==> config.mk <==
export PLATFORM = sky130hd
export DESIGN_NAME = spi_xfer_ctrl_flat
export DESIGN_NICKNAME = d
export VERILOG_FILES = /design/src/rtl/spi_xfer_ctrl_pkg.sv /design/src/rtl/spi_xfer_ctrl_if.sv /design/src/rtl/spi_frame_timer.sv /design/src/rtl/spi_xfer_ctrl.sv /design/src/flat_wrapper.sv
export SDC_FILE = /design/constraint.sdc
export NUM_CORES = 1
export LEC_CHECK = 0
export CAP_MARGIN = 20
export CORE_ASPECT_RATIO = 1.75
export CORE_MARGIN = 5
export CORE_UTILIZATION = 43
export CTS_CLUSTER_SIZE = 30
export DETAILED_ROUTE_END_ITERATION = 10
export PLACE_DENSITY_LB_ADDON = 0.05
export SYNTH_ARGS = -nofsm -noshare
export SYNTH_HDL_FRONTEND = slang
export SYNTH_SLANG_ARGS = --single-unit
==> constraint.sdc <==
create_clock -name clk -period 2.85 [get_ports clk]
set_clock_uncertainty 0.05 [all_clocks]
set_input_delay 0.4275 -clock clk [delete_from_list [all_inputs] [get_ports clk]]
set_output_delay 0.4275 -clock clk [all_outputs]
set_load 0.02 [all_outputs]
==> src/rtl/spi_xfer_ctrl_pkg.sv <==
// Shared state encoding and default timing constants for the SPI transfer sequencer.
// W_CPU mirrors the CPU word width used by the opcode definitions.
package spi_xfer_ctrl_pkg;

   localparam int unsigned W_CPU = 32;

   localparam int unsigned CS_SETUP_DEF = 2;
   localparam int unsigned CS_HOLD_DEF  = 2;
   localparam int unsigned GAP_DEF      = 3;
   localparam int unsigned TIMEOUT_DEF  = 64;
   localparam int unsigned W_CNT_DEF    = 8;

   typedef enum logic [2:0] {
      StIdle  = 3'd0,
      StSetup = 3'd1,
      StStart = 3'd2,
      StXfer  = 3'd3,
      StHold  = 3'd4,
      StGap   = 3'd5
   } xfer_state_e;

   // Chip select is low from the first setup cycle through the last hold cycle.
   function automatic logic cs_active(input xfer_state_e s);
      return (s == StSetup) || (s == StStart) || (s == StXfer) || (s == StHold);
   endfunction

endpackage

==> src/rtl/spi_xfer_ctrl_if.sv <==
// CPU-side word handshake of the SPI transfer sequencer.
// master = CPU, slave = sequencer.
interface spi_xfer_ctrl_if
   import spi_xfer_ctrl_pkg::*;
#(
   parameter int unsigned W_Data = W_CPU
);

   logic              tx_valid;
   logic              tx_ready;
   logic [W_Data-1:0] tx_data;
   logic              rx_valid;
   logic              rx_ack;
   logic [W_Data-1:0] rx_data;
   logic              xfer_err;
   logic              err_clr;

   modport master (
      output tx_valid, tx_data, rx_ack, err_clr,
      input  tx_ready, rx_valid, rx_data, xfer_err
   );

   modport slave (
      input  tx_valid, tx_data, rx_ack, err_clr,
      output tx_ready, rx_valid, rx_data, xfer_err
   );

endinterface

==> src/rtl/spi_frame_timer.sv <==
// Loadable down-counter with a zero flag; shared by the setup, hold, gap and
// timeout intervals. Decrement saturates at zero.
module spi_frame_timer #(
   parameter int unsigned W_Cnt = 8
) (
   input  logic             clk,
   input  logic             rst,
   input  logic             load,
   input  logic [W_Cnt-1:0] load_val,
   input  logic             dec,
   output logic             zero
);

   logic [W_Cnt-1:0] count_q;

   always_ff @(posedge clk or posedge rst) begin
      if (rst) begin
         count_q <= '0;
      end else if (load) begin
         count_q <= load_val;
      end else if (dec && (count_q != '0)) begin
         count_q <= count_q - 1'b1;
      end
   end

   assign zero = (count_q == '0);

endmodule

==> src/rtl/spi_xfer_ctrl.sv <==
// SPI transfer sequencer: accepts a CPU word, frames it with chip select, kicks the
// MOSI/MISO shifters, returns the received word, and enforces timeout and frame gap.
module spi_xfer_ctrl
   import spi_xfer_ctrl_pkg::*;
#(
   parameter int unsigned W_Data   = W_CPU,
   parameter int unsigned CS_SETUP = CS_SETUP_DEF,
   parameter int unsigned CS_HOLD  = CS_HOLD_DEF,
   parameter int unsigned GAP      = GAP_DEF,
   parameter int unsigned TIMEOUT  = TIMEOUT_DEF,
   parameter int unsigned W_Cnt    = W_CNT_DEF
) (
   input  logic              clk,
   input  logic              rst,
   spi_xfer_ctrl_if.slave    cpu,
   output logic              cs_n,
   output logic [W_Data-1:0] tx_word,
   output logic              tx_start,
   output logic              rx_start,
   input  logic              mosi_ready,
   input  logic              miso_ready,
   input  logic [W_Data-1:0] miso_word,
   output logic              busy
);

   xfer_state_e state_q, state_d;

   logic              seen_low_q, seen_low_d;
   logic [W_Data-1:0] tx_word_q, tx_word_d;
   logic [W_Data-1:0] rx_data_q, rx_data_d;
   logic              rx_valid_q, rx_valid_d;
   logic              err_q, err_d;
   logic              tx_ready_q, tx_ready_d;
   logic              cs_n_q, cs_n_d;
   logic              start_q, start_d;
   logic              busy_q, busy_d;

   logic              tmr_load;
   logic [W_Cnt-1:0]  tmr_val;
   logic              tmr_dec;
   logic              tmr_zero;
   logic              rx_capture;
   logic              err_set;
   logic              done;

   spi_frame_timer #(
      .W_Cnt (W_Cnt)
   ) u_timer (
      .clk      (clk),
      .rst      (rst),
      .load     (tmr_load),
      .load_val (tmr_val),
      .dec      (tmr_dec),
      .zero     (tmr_zero)
   );

   // Completion needs both shifters to have been seen busy first, so stale
   // ready levels from the previous frame cannot end this one early.
   assign done = seen_low_q && mosi_ready && miso_ready;

   always_comb begin
      state_d    = state_q;
      seen_low_d = seen_low_q;
      tx_word_d  = tx_word_q;
      tmr_load   = 1'b0;
      tmr_val    = '0;
      tmr_dec    = 1'b0;
      rx_capture = 1'b0;
      err_set    = 1'b0;

      unique case (state_q)
         StIdle: begin
            if (cpu.tx_valid && tx_ready_q) begin
               tx_word_d = cpu.tx_data;
               tmr_load  = 1'b1;
               tmr_val   = W_Cnt'(CS_SETUP - 1);
               state_d   = StSetup;
            end
         end
         StSetup: begin
            if (tmr_zero) state_d = StStart;
            else          tmr_dec = 1'b1;
         end
         StStart: begin
            seen_low_d = 1'b0;
            tmr_load   = 1'b1;
            tmr_val    = W_Cnt'(TIMEOUT - 1);
            state_d    = StXfer;
         end
         StXfer: begin
            tmr_dec = 1'b1;
            if (!mosi_ready && !miso_ready) seen_low_d = 1'b1;
            if (done) begin
               rx_capture = 1'b1;
               tmr_load   = 1'b1;
               tmr_val    = W_Cnt'(CS_HOLD - 1);
               state_d    = StHold;
            end else if (tmr_zero) begin
               err_set  = 1'b1;
               tmr_load = 1'b1;
               tmr_val  = W_Cnt'(CS_HOLD - 1);
               state_d  = StHold;
            end
         end
         StHold: begin
            if (tmr_zero) begin
               tmr_load = 1'b1;
               tmr_val  = W_Cnt'(GAP - 1);
               state_d  = StGap;
            end else begin
               tmr_dec = 1'b1;
            end
         end
         StGap: begin
            if (tmr_zero) state_d = StIdle;
            else          tmr_dec = 1'b1;
         end
         default: state_d = StIdle;
      endcase
   end

   // Capture beats a simultaneous ack; error set beats a simultaneous clear.
   always_comb begin
      rx_valid_d = rx_valid_q;
      rx_data_d  = rx_data_q;
      if (rx_capture) begin
         rx_valid_d = 1'b1;
         rx_data_d  = miso_word;
      end else if (cpu.rx_ack && rx_valid_q) begin
         rx_valid_d = 1'b0;
      end

      err_d = err_q;
      if (err_set)          err_d = 1'b1;
      else if (cpu.err_clr) err_d = 1'b0;
   end

   // Outputs are registered from the next state so they line up with it.
   always_comb begin
      cs_n_d     = !cs_active(state_d);
      start_d    = (state_d == StStart);
      busy_d     = (state_d != StIdle);
      tx_ready_d = (state_d == StIdle) && !rx_valid_d;
   end

   always_ff @(posedge clk or posedge rst) begin
      if (rst) begin
         state_q    <= StIdle;
         seen_low_q <= 1'b0;
         tx_word_q  <= '0;
         rx_data_q  <= '0;
         rx_valid_q <= 1'b0;
         err_q      <= 1'b0;
         tx_ready_q <= 1'b1;
         cs_n_q     <= 1'b1;
         start_q    <= 1'b0;
         busy_q     <= 1'b0;
      end else begin
         state_q    <= state_d;
         seen_low_q <= seen_low_d;
         tx_word_q  <= tx_word_d;
         rx_data_q  <= rx_data_d;
         rx_valid_q <= rx_valid_d;
         err_q      <= err_d;
         tx_ready_q <= tx_ready_d;
         cs_n_q     <= cs_n_d;
         start_q    <= start_d;
         busy_q     <= busy_d;
      end
   end

   assign cpu.tx_ready = tx_ready_q;
   assign cpu.rx_valid = rx_valid_q;
   assign cpu.rx_data  = rx_data_q;
   assign cpu.xfer_err = err_q;
   assign cs_n         = cs_n_q;
   assign tx_word      = tx_word_q;
   assign tx_start     = start_q;
   assign rx_start     = start_q;
   assign busy         = busy_q;

endmodule

==> src/flat_wrapper.sv <==
// flat-port wrapper written by rule: the top's interface ports become plain ports
module spi_xfer_ctrl_flat import spi_xfer_ctrl_pkg::*;
#(
   parameter int unsigned W_Data   = W_CPU,
   parameter int unsigned CS_SETUP = CS_SETUP_DEF,
   parameter int unsigned CS_HOLD  = CS_HOLD_DEF,
   parameter int unsigned GAP      = GAP_DEF,
   parameter int unsigned TIMEOUT  = TIMEOUT_DEF,
   parameter int unsigned W_Cnt    = W_CNT_DEF
)
  (clk, rst, cs_n, tx_word, tx_start, rx_start, mosi_ready, miso_ready, miso_word, busy, cpu_tx_valid, cpu_tx_data, cpu_rx_ack, cpu_err_clr, cpu_tx_ready, cpu_rx_valid, cpu_rx_data, cpu_xfer_err);
  spi_xfer_ctrl_if #(.W_Data(W_Data)) cpu_i ();
  input  logic clk;
  input  logic rst;
  output logic cs_n;
  output logic [W_Data-1:0] tx_word;
  output logic tx_start;
  output logic rx_start;
  input  logic mosi_ready;
  input  logic miso_ready;
  input  logic [W_Data-1:0] miso_word;
  output logic busy;
  input wire logic [$bits(cpu_i.tx_valid)-1:0] cpu_tx_valid;
  input wire logic [$bits(cpu_i.tx_data)-1:0] cpu_tx_data;
  input wire logic [$bits(cpu_i.rx_ack)-1:0] cpu_rx_ack;
  input wire logic [$bits(cpu_i.err_clr)-1:0] cpu_err_clr;
  output wire logic [$bits(cpu_i.tx_ready)-1:0] cpu_tx_ready;
  output wire logic [$bits(cpu_i.rx_valid)-1:0] cpu_rx_valid;
  output wire logic [$bits(cpu_i.rx_data)-1:0] cpu_rx_data;
  output wire logic [$bits(cpu_i.xfer_err)-1:0] cpu_xfer_err;
  assign cpu_i.tx_valid = cpu_tx_valid;
  assign cpu_i.tx_data = cpu_tx_data;
  assign cpu_i.rx_ack = cpu_rx_ack;
  assign cpu_i.err_clr = cpu_err_clr;
  assign cpu_tx_ready = cpu_i.tx_ready;
  assign cpu_rx_valid = cpu_i.rx_valid;
  assign cpu_rx_data = cpu_i.rx_data;
  assign cpu_xfer_err = cpu_i.xfer_err;
  spi_xfer_ctrl #(.W_Data(W_Data), .CS_SETUP(CS_SETUP), .CS_HOLD(CS_HOLD), .GAP(GAP), .TIMEOUT(TIMEOUT), .W_Cnt(W_Cnt)) u_core (.clk(clk), .rst(rst), .cpu(cpu_i), .cs_n(cs_n), .tx_word(tx_word), .tx_start(tx_start), .rx_start(rx_start), .mosi_ready(mosi_ready), .miso_ready(miso_ready), .miso_word(miso_word), .busy(busy));
endmodule
# Yosys cells after proc, flatten, opt, wreduce, memory -nomap -nowiden
# Index checks and enable logic that the tools add are counted.
# totals
register_bits	82
wordCells	77
in_bits	71
output_inout_bits	71
# classes
n_eq_ne	10
muxes	30
reduce_logical	25
add_sub_neg	1
# ops
cell	n
$pmux 8 s4	1
$mux 8	3
$mux 3	6
$pmux 3 s6	1
$mux 1	15
$eq 3x2->1 const B	4
$eq 3x3->1 const B	3
$logic_not 8->1	1
$reduce_bool 8->1	1
$sub 8x1->8 const B	1
$logic_and 1x1->1	7
$eq 3x1->1 const B	2
$logic_not 3->1	2
$reduce_bool 2->1	3
$logic_not 1->1	4
$pmux 1 s2	2
$pmux 1 s4	1
$reduce_and 2->1	2
$logic_or 1x1->1	3
$reduce_bool 3->1	1
$reduce_or 3->1	1
$mux 2	1
$ne 2x1->1 const B	1

# Longest topological paths before layout
# depth
word_depth	9
mapped_depth	6
ltp_nobuf	6

# Modules after synthesis
# A second synthesis with hierarchy kept.
# unflattened
hier_cells	242
area_unflattened_um2	3562.2
# by_module_without_submodules
module	area_each_um2	cells_per_inst	n_inst	seq_area_each_um2
spi_xfer_ctrl	3066.7	189	1	1854.3
spi_frame_timer	495.5	53	1	200.2

# Worst setup path before layout
# No wires, ideal clock.
# synth_timing
path_type	reg2reg
from	reg u_core.u_timer.count_q[0]
to	reg u_core.u_timer.count_q[2]
t_arrival_ns	1.783
synth_period_minus_slack_ns	1.953
setup_slack_ns	0.897
path_stages_with_launch	7
path_buffers	0
required_ns	2.680
setup_time_ns	0.120
cell_sequence	dfrtp_1 inv_1 ha_1 or3b_2 a211oi_4 o21bai_1 and3_1
# synth_between
elab_chain_len	5
elab_cells_between_ends	12
cone_classes	add/sub (1); mux (7); reduce/logical (4)
# synth_lines
element	line_no	text
start: declaration	spi_frame_timer.sv:14	logic [W_Cnt-1:0] count_q;
start signal: assignment	spi_frame_timer.sv:20	count_q <= load_val;
start signal: assignment	spi_frame_timer.sv:22	count_q <= count_q - 1'b1;
parallel branches: the longest is 5 deep, another holds $sub 8x1->8	-	
# Parallel ways; which one is timed is not known. The select of a mux whose other input is x is not followed.
# A chain may end at the register's enable or synchronous reset.

# Worst setup path after layout
# Same ends and word-level chain as after synthesis.

==> results by group <==
Outcome
  – Status: complete, no violations

Worst setup path
  – Buf/Inv on CP: 1
  – Worst setup endpoint: u_core.u_timer.count_q[2]
  – R2R setup slack: 0.63 ns
  – Ordered list of cells on the worst path: inv_1 -> ha_1 -> or3b_2 -> a211oi_4 -> o21bai_1 -> and3_1
  – Reg-to-reg startpoint: u_core.u_timer.count_q[0]
  – Maximum fanout along the worst path: 7
  – Crit start category: register
  – Stage delay of the slowest cell on the critical path: 0.54 ns
  – Cell family contributing the most delay on the critical path: simple AND/OR/NAND/NOR gates
  – Number of cells on the critical path: 6
  – Worst flop-to-flop path endpoint: u_core.u_timer.count_q[2]
  – Category of the critical setup timing path: reg2reg
  – Arr. time, crit path: about 2.4 ns
  – Launch point of the critical path: u_core.u_timer.count_q[0]
  – Register-to-Register Path Depth: 6
  – Endpoint required time on the critical path: 3.02 ns
  – Slowest cell on the critical path: sky130_fd_sc_hd__or3b_2
  – Crit. End Element: register

Clock network
  – Clock latency of the later-clocked register in the worst-skew pair: 0.33 ns
  – Clock-pin slew on the worst setup and hold paths: approximately 0.060 ns
  – Number of resized instances in the post-cts repair step: 0
  – Clk Tree Root Cell: sky130_fd_sc_hd__clkbuf_16
  – Cts-stage hold buffer count: 0
  – Max Buffers Root-to-Sink: 2
  – Number of clock sinks: 82
  – CTS tree: yes
  – Number of buffers created by CTS: 9
  – Count of buffers added by post-CTS timing repair for setup: 0
  – Count of H-tree levels built during CTS: 3

Global route
  – Largest net degree at the start of global routing: 39
  – First-pass GRT wire length: 13.82 mm
  – Overall track demand over capacity in global routing: 0.1770
  – Vias in the first global route: 2,662
  – Antenna violations before repair: 0
  – Global-route congestion overflow total: 0

STA
  – Tightest Pin Transition: 0.8804 ns
  – Final min period: 2.222 ns
  – Slew HR: 0.4118
  – Unrepaired setup endpoints after global routing: no
  – Final setup vio count: 0
  – Fmax achieved: 450.0 MHz
  – Final worst-path setup slack: 0.6276 ns
  – Final Hold Slack: 0.4524 ns
  – Portion of the clock cycle consumed by the worst path in the final layout: 0.7798
  – Hold Vio Cnt, Final: 0
  – Slew Viols, Final: 0
  – Total negative slack: 0 ns

Power
  – Clock group share of total power: 0.198
  – Switching power summed over all nets: 0.002043 W
  – PwrDens: 1111 mW/mm²
  – Worst VDD drop: 0.5244 mV
  – Comb pwr share: 0.457
  – Leakage: roughly 2.3 nW
  – Switching share of power: 0.3472
  – Internal cell power: 0.003841 W
  – Part of the power in registers: 0.345

Final layout
  – Non-filler cells in the finished layout: 488
  – Nets: 465
  – Total area of sequential cells: 0.002054 mm²
  – Summed area of non-filler cells in the final layout: 0.005295 mm²
  – Area grow syn2layout: 53.17%
  – Antenna cell count: 0
  – Number of filler cells placed in the layout: 631
  – Layout cells sized above 1: 0.2513
  – Area of the multi-input gates: 0.001336 mm²

Place
  – HPWL after detailed placement: 6.458 mm
  – Number of placed instances, taps included: 472
  – Total placed instance area: 0.004989 mm²
  – Placer's final routability congestion estimate: 0.8412
  – Place WS: just over 0.6 ns
  – Port-buffer cells: 141

Synthesis
  – Syn Std Cell Area: 0.003457 mm²
  – Syn Nets: around 320
  – Post-synthesis average cell area: 14.00 µm²
  – Synth warnings: 0
  – Area share of the leading cell type in the synthesized netlist: 0.5791
  – Main area contributors after synthesis: sky130_fd_sc_hd__dfrtp_1 (58%), sky130_fd_sc_hd__mux2_2 (21%), sky130_fd_sc_hd__dfstp_2 (1.5%)
  – Distinct cell type count after synthesis: 45
  – Register bit total from synthesis: 82
  – Post-synth EDFFs: 0
  – Mapped Cells: 247
  – Most common flop cell mapped by yosys: sky130_fd_sc_hd__dfrtp_1
  – Library cell occupying the most area in the post-synthesis netlist: sky130_fd_sc_hd__dfrtp_1
  – Sequential element share of the synthesized area: 0.5943
  – Async set-or-reset flop fraction in the synthesized netlist: 1.000

Floorplanning
  – IO Count: 142
  – Starting Density: 0.4371
  – Die boundary width: 77.78 µm
  – Total Die Area: 0.01000 mm²
  – DIE HEIGHT: between 100 and 150 µm
  – Placement Rows: 43
  – Placeable core region: 0.007909 mm²

Detailed routing
  – Final WL: roughly 8.6 mm
  – Mean routed wirelength per cell: 17.55 µm
  – DRT Pass-1 Iters: 4
  – Number of nets with antenna violations after detailed routing: 0
  – Via Count: 2,572
  – Vias per Instance: about 5.3
  – DRC errors left: 0
  – Detailed router's first-iteration violation count: 98

Hold path
  – Worst hold path class: reg2reg
  – Start point of the worst hold path: u_core.cpu.rx_data[24]

Run
  – Count of max-cap constraint violations: 0
cell families (layout without fill, tap and decap cells):
logic type                 count (synthesis)  in the layout  synth area share
DFF                                       82             82            0.5943
muxes                                     67             67            0.2175
and+or+nand+nor                           47             47           0.08469
AOI/OAI and AO/OA                         33             33           0.07781
buffers and inverters                     17            168           0.02208
adders and majority gates                  1              1          0.003619
metrics by stage:
stage | utilization | power [W]
floorplan | - | 0.003511
global placement | 0.6308 | 0.004711
detailed placement | 0.6308 | 0.004766
CTS | 0.6695 | 0.005957
global route | 0.6695 | 0.006217
finish | 0.6695 | 0.005884
state kept, by name (all words and copies together) (netlist names), 3 cells and up:
name / flops
u_core.cpu.rx_data: 32
u_core.state_q: 3
u_core.tx_word: 32
u_core.u_timer.count_q: 8
cells in the mapped netlist, types with 2 or more instances:
cell,count
sky130_fd_sc_hd__nor3_1,8
sky130_fd_sc_hd__o211ai_1,3
sky130_fd_sc_hd__o211a_1,3
sky130_fd_sc_hd__mux2i_1,2
sky130_fd_sc_hd__nand2_1,4
sky130_fd_sc_hd__o22ai_1,2
sky130_fd_sc_hd__nor2_1,12
sky130_fd_sc_hd__mux2_2,65
sky130_fd_sc_hd__dfrtp_1,80
sky130_fd_sc_hd__a21oi_1,4
sky130_fd_sc_hd__and3_1,2
sky130_fd_sc_hd__dfstp_2,2
sky130_fd_sc_hd__clkbuf_1,3
sky130_fd_sc_hd__nor2b_1,5
sky130_fd_sc_hd__nand3_1,2
sky130_fd_sc_hd__o32ai_1,2
sky130_fd_sc_hd__buf_2,7
sky130_fd_sc_hd__inv_1,6
sky130_fd_sc_hd__a211oi_1,2
sky130_fd_sc_hd__a31oi_1,5
sky130_fd_sc_hd__nor3b_1,2
sky130_fd_sc_hd__nand2b_1,3
power by group through the flow:
stage	registers (W)	logic (W)	clock network, W
after CTS	0.00203	0.00272	0.00120
after global placement	0.00203	0.00268	0
final	0.00203	0.00269	0.00117
after floorplan	0.00255	0.000959	0
after detailed placement	0.00205	0.00272	0
after global routing	0.00211	0.00286	0.00124
worst reg2reg max path: cells and delay by family, from the launching register on:
family                   cells  cell delay [ns]
AND/OR/NAND/NOR              2             0.76
AO/OA/AOI/OAI                2             0.50
flip-flops                   1             0.44
adder cells (fa/ha/maj)      1             0.27
buffers and inverters        1             0.10
worst min-delay path by stage:
stage,depth (start not counted),slack (ns),endpoint
3_5_place_dp,1,0.44,u_core.cpu.rx_data[15]
2_1_floorplan,2,0.43,u_core.seen_low_q
6_report,1,0.45,u_core.cpu.rx_data[24]
3_3_place_gp,1,0.44,u_core.tx_word[30]
4_1_cts,1,0.46,u_core.tx_word[30]
5_1_grt,1,0.47,u_core.tx_word[21]
cells in the final DEF, fill, tap and decap left out, types with 3 or more instances in the layout:
cell and n:
sky130_fd_sc_hd__a21oi_1 4, sky130_fd_sc_hd__o211a_1 3, sky130_fd_sc_hd__clkbuf_16 9, sky130_fd_sc_hd__nand2b_1 3, sky130_fd_sc_hd__mux2_2 65, sky130_fd_sc_hd__buf_4 4
sky130_fd_sc_hd__o211ai_1 3, sky130_fd_sc_hd__inv_1 5, sky130_fd_sc_hd__dfrtp_1 80, sky130_fd_sc_hd__nor2b_1 4, sky130_fd_sc_hd__clkdlybuf4s50_1 141, sky130_fd_sc_hd__nand2_1 4
sky130_fd_sc_hd__nor3_1 8, sky130_fd_sc_hd__nor2_1 11, sky130_fd_sc_hd__a31oi_1 5
layer usage:
layer | up-vias | routed length (µm) | track usage
met1 | 1257 | 3256 | 0.2084
met5 | - | 0 | 0
met4 | 0 | 303 | 0.1032
met3 | 21 | 530 | 0.04482
li1 | 1200 | - | -
met2 | 94 | 4473 | 0.2895
layout make-up:
| class | instances | share of cell area |
|---|---|---|
| Sequential cell | 82 | 0.3880 |
| Timing Repair Buffer | 146 | 0.2760 |
| Multi-Input combinational cell | 148 | 0.2524 |
| Clock buffer | 12 | 0.04844 |
| Tap cell | 90 | 0.02127 |
| Clock inverter | 4 | 0.009452 |
| Inverter | 6 | 0.004490 |
Power figures use the tool's default switching activity.
